--- config.mk ---
export PLATFORM = sky130hd
export DESIGN_NAME = notch_noise_shaper
export DESIGN_NICKNAME = d
export VERILOG_FILES = /design/src/rtl/notch_noise_shaper.sv
export SDC_FILE = /design/constraint.sdc
export NUM_CORES = 1
export LEC_CHECK = 0
export CAP_MARGIN = 20
export CORE_MARGIN = 2
export CORE_UTILIZATION = 40
export DETAILED_ROUTE_END_ITERATION = 7
export PLACE_DENSITY = 0.6
export SYNTH_ARGS = -nofsm -noshare
export SYNTH_HDL_FRONTEND = slang
export SYNTH_SLANG_ARGS = --single-unit
--- constraint.sdc ---
create_clock -name clk_i -period 6.7 [get_ports clk_i]
set_input_delay 1.34 -clock clk_i [delete_from_list [all_inputs] [get_ports clk_i]]
set_output_delay 1.34 -clock clk_i [all_outputs]
set_load 0.05 [all_outputs]
--- src/rtl/notch_noise_shaper.sv ---
`default_nettype none
// ============================================================================
// Module   : notch_noise_shaper
// Purpose  : Second-order error-feedback requantizer, NTF = -(1 + b1 z^-1 + z^-2)
// Revision : 1.0
// ============================================================================
module notch_noise_shaper #(
    parameter int WIDTH    = 16,
    parameter int OUT_BITS = 4,
    parameter int COEF_B1  = -31163,
    parameter int CNT_BITS = 16
) (
    input  logic                clk_i,
    input  logic                reset_i,
    input  logic [WIDTH-1:0]    x_i,
    input  logic                in_valid_i,
    output logic                in_ready_o,
    output logic [OUT_BITS-1:0] q_o,
    output logic                out_valid_o,
    input  logic                out_ready_i,
    output logic                overload_o,
    output logic [CNT_BITS-1:0] overload_cnt_o
);

    localparam int c_ew  = WIDTH + 2;
    localparam int c_vw  = WIDTH + 4;
    localparam int c_prw = WIDTH + c_ew;
    localparam int c_sh  = WIDTH - OUT_BITS;

    localparam logic signed [WIDTH-1:0] c_b1       = WIDTH'(COEF_B1);
    localparam logic signed [c_prw-1:0] c_p_rnd    = c_prw'(1 << 13);
    localparam logic signed [c_vw-1:0]  c_lsb_half = c_vw'(1 << (c_sh - 1));
    localparam logic signed [c_vw-1:0]  c_qmax     = c_vw'((1 << (OUT_BITS - 1)) - 1);
    localparam logic signed [c_vw-1:0]  c_qmin     = c_vw'(-(1 << (OUT_BITS - 1)));

    typedef enum logic [2:0] {
        S_IDLE  = 3'd0,
        S_MUL   = 3'd1,
        S_SUM   = 3'd2,
        S_QUANT = 3'd3,
        S_OUT   = 3'd4
    } state_t;

    state_t r_state, w_state_nxt;

    logic signed [WIDTH-1:0]    r_x;
    logic signed [c_ew-1:0]     r_e1, r_e2;
    logic signed [c_vw-1:0]     r_p, r_v;
    logic [OUT_BITS-1:0]        r_q;
    logic                       r_ovf, r_valid;
    logic [CNT_BITS-1:0]        r_cnt;

    logic signed [c_prw-1:0]    w_b1x, w_e1x, w_prod;
    logic signed [c_vw-1:0]     w_p, w_v, w_qr, w_qc;
    logic signed [c_ew-1:0]     w_e;
    logic                       w_sat_hi, w_sat_lo, w_sat;

    // Q2.14 coefficient times error, rounded half up back to sample scale
    assign w_b1x  = c_prw'(c_b1);
    assign w_e1x  = c_prw'(r_e1);
    assign w_prod = (w_b1x * w_e1x) + c_p_rnd;
    assign w_p    = c_vw'(w_prod >>> 14);

    assign w_v    = c_vw'(r_x) - r_p - c_vw'(r_e2);

    assign w_qr     = (r_v + c_lsb_half) >>> c_sh;
    assign w_sat_hi = (w_qr > c_qmax);
    assign w_sat_lo = (w_qr < c_qmin);
    assign w_sat    = w_sat_hi | w_sat_lo;
    assign w_qc     = w_sat_hi ? c_qmax : (w_sat_lo ? c_qmin : w_qr);
    assign w_e      = c_ew'(r_v - (w_qc <<< c_sh));

    always_ff @(posedge clk_i) begin
        if (reset_i) begin
            r_state <= S_IDLE;
        end else begin
            r_state <= w_state_nxt;
        end
    end

    always_comb begin
        w_state_nxt = r_state;
        case (r_state)
            S_IDLE:  if (in_valid_i) w_state_nxt = S_MUL;
            S_MUL:   w_state_nxt = S_SUM;
            S_SUM:   w_state_nxt = S_QUANT;
            S_QUANT: w_state_nxt = S_OUT;
            S_OUT:   if (out_ready_i) w_state_nxt = S_IDLE;
            default: w_state_nxt = S_IDLE;
        endcase
    end

    always_ff @(posedge clk_i) begin
        if (reset_i) begin
            r_x     <= '0;
            r_e1    <= '0;
            r_e2    <= '0;
            r_p     <= '0;
            r_v     <= '0;
            r_q     <= '0;
            r_ovf   <= 1'b0;
            r_valid <= 1'b0;
            r_cnt   <= '0;
        end else begin
            case (r_state)
                S_IDLE: begin
                    if (in_valid_i) r_x <= x_i;
                end
                S_MUL: r_p <= w_p;
                S_SUM: r_v <= w_v;
                S_QUANT: begin
                    r_q     <= OUT_BITS'(w_qc);
                    r_ovf   <= w_sat;
                    r_valid <= 1'b1;
                    // Overload resets the loop so a clipped error cannot ring
                    if (w_sat) begin
                        r_e1 <= '0;
                        r_e2 <= '0;
                        if (r_cnt != {CNT_BITS{1'b1}}) r_cnt <= r_cnt + CNT_BITS'(1);
                    end else begin
                        r_e2 <= r_e1;
                        r_e1 <= w_e;
                    end
                end
                S_OUT: begin
                    if (out_ready_i) r_valid <= 1'b0;
                end
                default: ;
            endcase
        end
    end

    assign in_ready_o     = (r_state == S_IDLE);
    assign q_o            = r_q;
    assign out_valid_o    = r_valid;
    assign overload_o     = r_ovf;
    assign overload_cnt_o = r_cnt;

endmodule
`default_nettype wire

==> insert_results.sql <==
INSERT INTO impl_metrics (metric_group, metric, value, unit) VALUES
('sta', 'post-route-min-period', '5.63', 'ns'),
('global_route', 'remaining_global_route_overflow', '0', ''),
('sta', 'timing.clock.skew', '0.0173', 'ns'),
('setup_path', 'critPathRequiredTime', '7.00', 'ns'),
('flow_run', 'drv_cap', '0', ''),
('clocking', 'postCtsHoldBufs', '0', ''),
('synthesis', 'syn-mean-instance-area', '8.53', 'µm²'),
('global_route', 'grt_pass1_wl', '45.2', 'mm'),
('route', 'detail_route.iter0.violations', '617', ''),
('setup_path', 'critPathCaptureType', 'flop', ''),
('pwr', 'cellLeakagePower', '5.28', 'nW'),
('setup_path', 'r2r-end', 'r_p[19]$_SDFFE_PP0P_', ''),
('setup_path', 'timing.critical_path.buf_inv', '2', ''),
('synthesis', 'most_used_standard_cell_by_instance_count_after_synthesis', 'sky130_fd_sc_hd__inv_1', ''),
('die', 'floorplan.initialDensity', '40.7', '%'),
('clocking', 'htreeDepth', '4', ''),
('setup_path', 'crit_path_max_fanout', '12', ''),
('setup_path', 'timing.critical_path.slowest_stage_cell', 'sky130_fd_sc_hd__dfxtp_1', ''),
('synthesis', 'yosysWarningCount', '0', ''),
('setup_path', 'critPathMaxStageDelay', '0.78', 'ns'),
('global_route', 'grt_start_max_net_pins', '71', ''),
('synthesis', 'cell_types_with_the_largest_area_share_after_synthesis', 'sky130_fd_sc_hd__dfxtp_1, sky130_fd_sc_hd__ha_1, sky130_fd_sc_hd__fa_1', ''),
('synthesis', 'mappedNetlistNets', '1575', ''),
('route', 'avgRoutedWirePerCell', '15.8', 'µm'),
('layout', 'post-route-cell-area', '12500', 'µm²'),
('setup_path', 'ff2ff_setup_slack', '1.07', 'ns'),
('setup_path', 'arrival', '5.93', 'ns'),
('die', 'placementRows', '61', ''),
('route', 'antenna_violating_nets_post_route', '0', ''),
('pwr', 'peak_supply_drop', '0.287', 'mV'),
('synthesis', 'post_synth_most_frequent_cells', 'sky130_fd_sc_hd__inv_1, sky130_fd_sc_hd__ha_1, sky130_fd_sc_hd__nand2_1', ''),
('route', 'route.final.wire_length', '27.3', 'mm'),
('sta', 'report.final.hold_viol_count', '0', ''),
('synthesis', 'synth_area_leader_cell', 'sky130_fd_sc_hd__dfxtp_1', ''),
('synthesis', 'post-synth-top-area-fraction', '20.7', '%'),
('clocking', 'cts-buffers-inserted', '17', ''),
('clocking', 'post_cts.resized_instances', '0', ''),
('sta', 'timing_worst_slew_pin_value', '0.897', 'ns'),
('layout', 'finalCoreUtilization', '45.2', '%'),
('layout', 'nets', '1593', ''),
('synthesis', 'synth_edf_count', '0', ''),
('die', 'die_area', '29600', 'µm²'),
('place', 'globalplace.congestion', '0.845', ''),
('setup_path', 'worstSetupStartpointType', 'flop', ''),
('synthesis', 'syn-instance-count', '1326', ''),
('sta', 'max_slew_margin', '40.1', '%'),
('worst_hold_path', 'worstHoldStart', 'r_e2[0]$_SDFFE_PP0P_', ''),
('setup_path', 'path_cells', 'ha_1 -> fa_1 -> fa_1 -> inv_1 -> fa_1 -> fa_1 -> inv_1 -> ha_1 -> nand2_1 -> o21ai_0 -> nor3_1 -> a211oi_1 -> o21ai_1 -> a211oi_2 -> mux2i_1 -> a211oi_2', ''),
('clocking', 'worst_setup_hold_path_clk_slew', '0.07', 'ns'),
('setup_path', 'worstRegToRegCells', '16', ''),
('setup_path', 'worst_path_dominant_cell_family', 'adder cells', ''),
('die', 'core', '27800', 'µm²'),
('clocking', 'clock_insertion_delay_worst_skew', '0.42', 'ns'),
('route', 'drtPass1Iterations', '7', ''),
('die', 'ios', '43', ''),
('layout', 'post_route_cells_drive_above_1_share', '9.06', '%'),
('route', 'drt-vias-per-instance', '5.19', ''),
('worst_hold_path', 'whs_endpoint', 'r_e2[0]$_SDFFE_PP0P_', ''),
('global_route', 'grt_pass1_vias', '8854', ''),
('clocking', 'postCtsSetupRepairBufs', '0', ''),
('layout', 'fillerInstances', '2771', ''),
('global_route', 'grt_use_total', '19.4', '%'),
('status', 'status', 'completed', ''),
('setup_path', 'crit_type', 'flop to flop', ''),
('layout', 'area.growth.synth_to_final', '10.9', '%'),
('place', 'place_area', '12000', 'µm²'),
('clocking', 'clk_path_buf_depth', '2', ''),
('synthesis', 'mappedNetlistArea', '11300', 'µm²'),
('sta', 'unrepaired_setup_endpoints_after_global_routing', 'no', ''),
('synthesis', 'asyncSetResetFlopFracSynth', '0', '%'),
('sta', 'achievable-frequency', '178', 'MHz');
## report_power, final
part / leakage (nW) / switching [mW] / internal (mW)
clock: 0.258 / 0.362 / 0.480
sequential: 0.949 / 0.0723 / 0.759
combinational: 4.08 / 1.42 / 0.977
## layer usage
layer | vias to the layer above | share of wire [%] | GRT usage (%)
li1 | 4501 | - | -
met2 | 117 | 47 | 32.3
met4 | 0 | 1.0 | 4.46
met3 | 24 | 2.9 | 2.68
met1 | 4369 | 49 | 26.6
met5 | - | 0 | 0
## metrics by stage
step	hold WS (ns)	worst slack, ns	power [mW]	std cells
after floorplan	0.432	1.90	2.79	1326
after global placement	0.440	1.18	3.20	1703
after detailed placement	0.443	1.14	3.22	1703
after CTS	0.453	1.11	4.09	1735
after global routing	0.471	0.657	4.43	1735
final	0.452	1.07	4.07	1735
## cells by family after synthesis
logic type	share of synthesized area, %
AND/OR/NAND/NOR	17.8
AO/OA/AOI/OAI	14.7
buffers and inverters	9.10
adder cells (fa/ha/maj)	30.5
flip-flops	20.7
XOR/XNOR	5.96
multiplexers	1.27
## registers in the layout, indices dropped and copies added (netlist names)
| name | count |
|---|---|
| r_p | 20 |
| r_v | 20 |
| r_e1 | 18 |
| r_e2 | 18 |
| overload_cnt_o | 16 |
| r_x | 16 |
| q_o | 4 |
| r_state | 3 |
| out_valid_o | 1 |
| overload_o | 1 |
## layout make-up
type	instances	area, µm²	share of cell area, %
Clock buffer	17	425	3.39
Clock inverter	15	119	0.947
Inverter	188	706	5.62
Multi-Input combinational cell	964	7960	63.4
Sequential cell	117	2340	18.7
Tap cell	378	473	3.77
Timing Repair Buffer	56	523	4.17
## worst max path at each step
stage,cells after the start,from,to,slack (ns)
after floorplan,19,r_e1[3]$_SDFFE_PP0P_,r_p[19]$_SDFFE_PP0P_,1.90
after global placement,16,r_e1[13]$_SDFFE_PP0P_,r_p[19]$_SDFFE_PP0P_,1.18
after detailed placement,16,r_e1[13]$_SDFFE_PP0P_,r_p[19]$_SDFFE_PP0P_,1.14
after CTS,16,r_e1[13]$_SDFFE_PP0P_,r_p[19]$_SDFFE_PP0P_,1.11
after global routing,16,r_e1[13]$_SDFFE_PP0P_,r_p[19]$_SDFFE_PP0P_,0.66
final,16,r_e1[13]$_SDFFE_PP0P_,r_p[19]$_SDFFE_PP0P_,1.07
## worst register-to-register path, stage by stage (launching register included)
cell and delay [ns]:
sky130_fd_sc_hd__dfxtp_1 0.78, sky130_fd_sc_hd__ha_1 0.39, sky130_fd_sc_hd__fa_1 0.50, sky130_fd_sc_hd__fa_1 0.55, sky130_fd_sc_hd__inv_1 0.05, sky130_fd_sc_hd__fa_1 0.50, sky130_fd_sc_hd__fa_1 0.54, sky130_fd_sc_hd__inv_1 0.04
sky130_fd_sc_hd__ha_1 0.34, sky130_fd_sc_hd__nand2_1 0.10, sky130_fd_sc_hd__o21ai_0 0.26, sky130_fd_sc_hd__nor3_1 0.11, sky130_fd_sc_hd__a211oi_1 0.50, sky130_fd_sc_hd__o21ai_1 0.22, sky130_fd_sc_hd__a211oi_2 0.34, sky130_fd_sc_hd__mux2i_1 0.26
sky130_fd_sc_hd__a211oi_2 0.05
## layout by cell type (no fill, tap or decap), types with 9 or more instances in the layout
master,n
sky130_fd_sc_hd__nand3_1,31
sky130_fd_sc_hd__o21a_1,9
sky130_fd_sc_hd__a21oi_1,106
sky130_fd_sc_hd__xnor2_1,56
sky130_fd_sc_hd__nor4_2,9
sky130_fd_sc_hd__o21ai_0,30
sky130_fd_sc_hd__mux2i_1,11
sky130_fd_sc_hd__fa_1,78
sky130_fd_sc_hd__dfxtp_1,116
sky130_fd_sc_hd__a211oi_1,15
sky130_fd_sc_hd__buf_4,15
sky130_fd_sc_hd__clkbuf_16,17
sky130_fd_sc_hd__a21oi_2,24
sky130_fd_sc_hd__a21o_1,22
sky130_fd_sc_hd__and3_1,11
sky130_fd_sc_hd__xor2_1,21
sky130_fd_sc_hd__nand4_1,13
sky130_fd_sc_hd__ha_1,151
sky130_fd_sc_hd__nand2_1,147
sky130_fd_sc_hd__nand3_2,24
sky130_fd_sc_hd__clkdlybuf4s50_1,41
sky130_fd_sc_hd__nor3_1,17
sky130_fd_sc_hd__nor2_1,77
sky130_fd_sc_hd__inv_1,188
sky130_fd_sc_hd__o31ai_1,9
(Power assumes the default switching activity.)
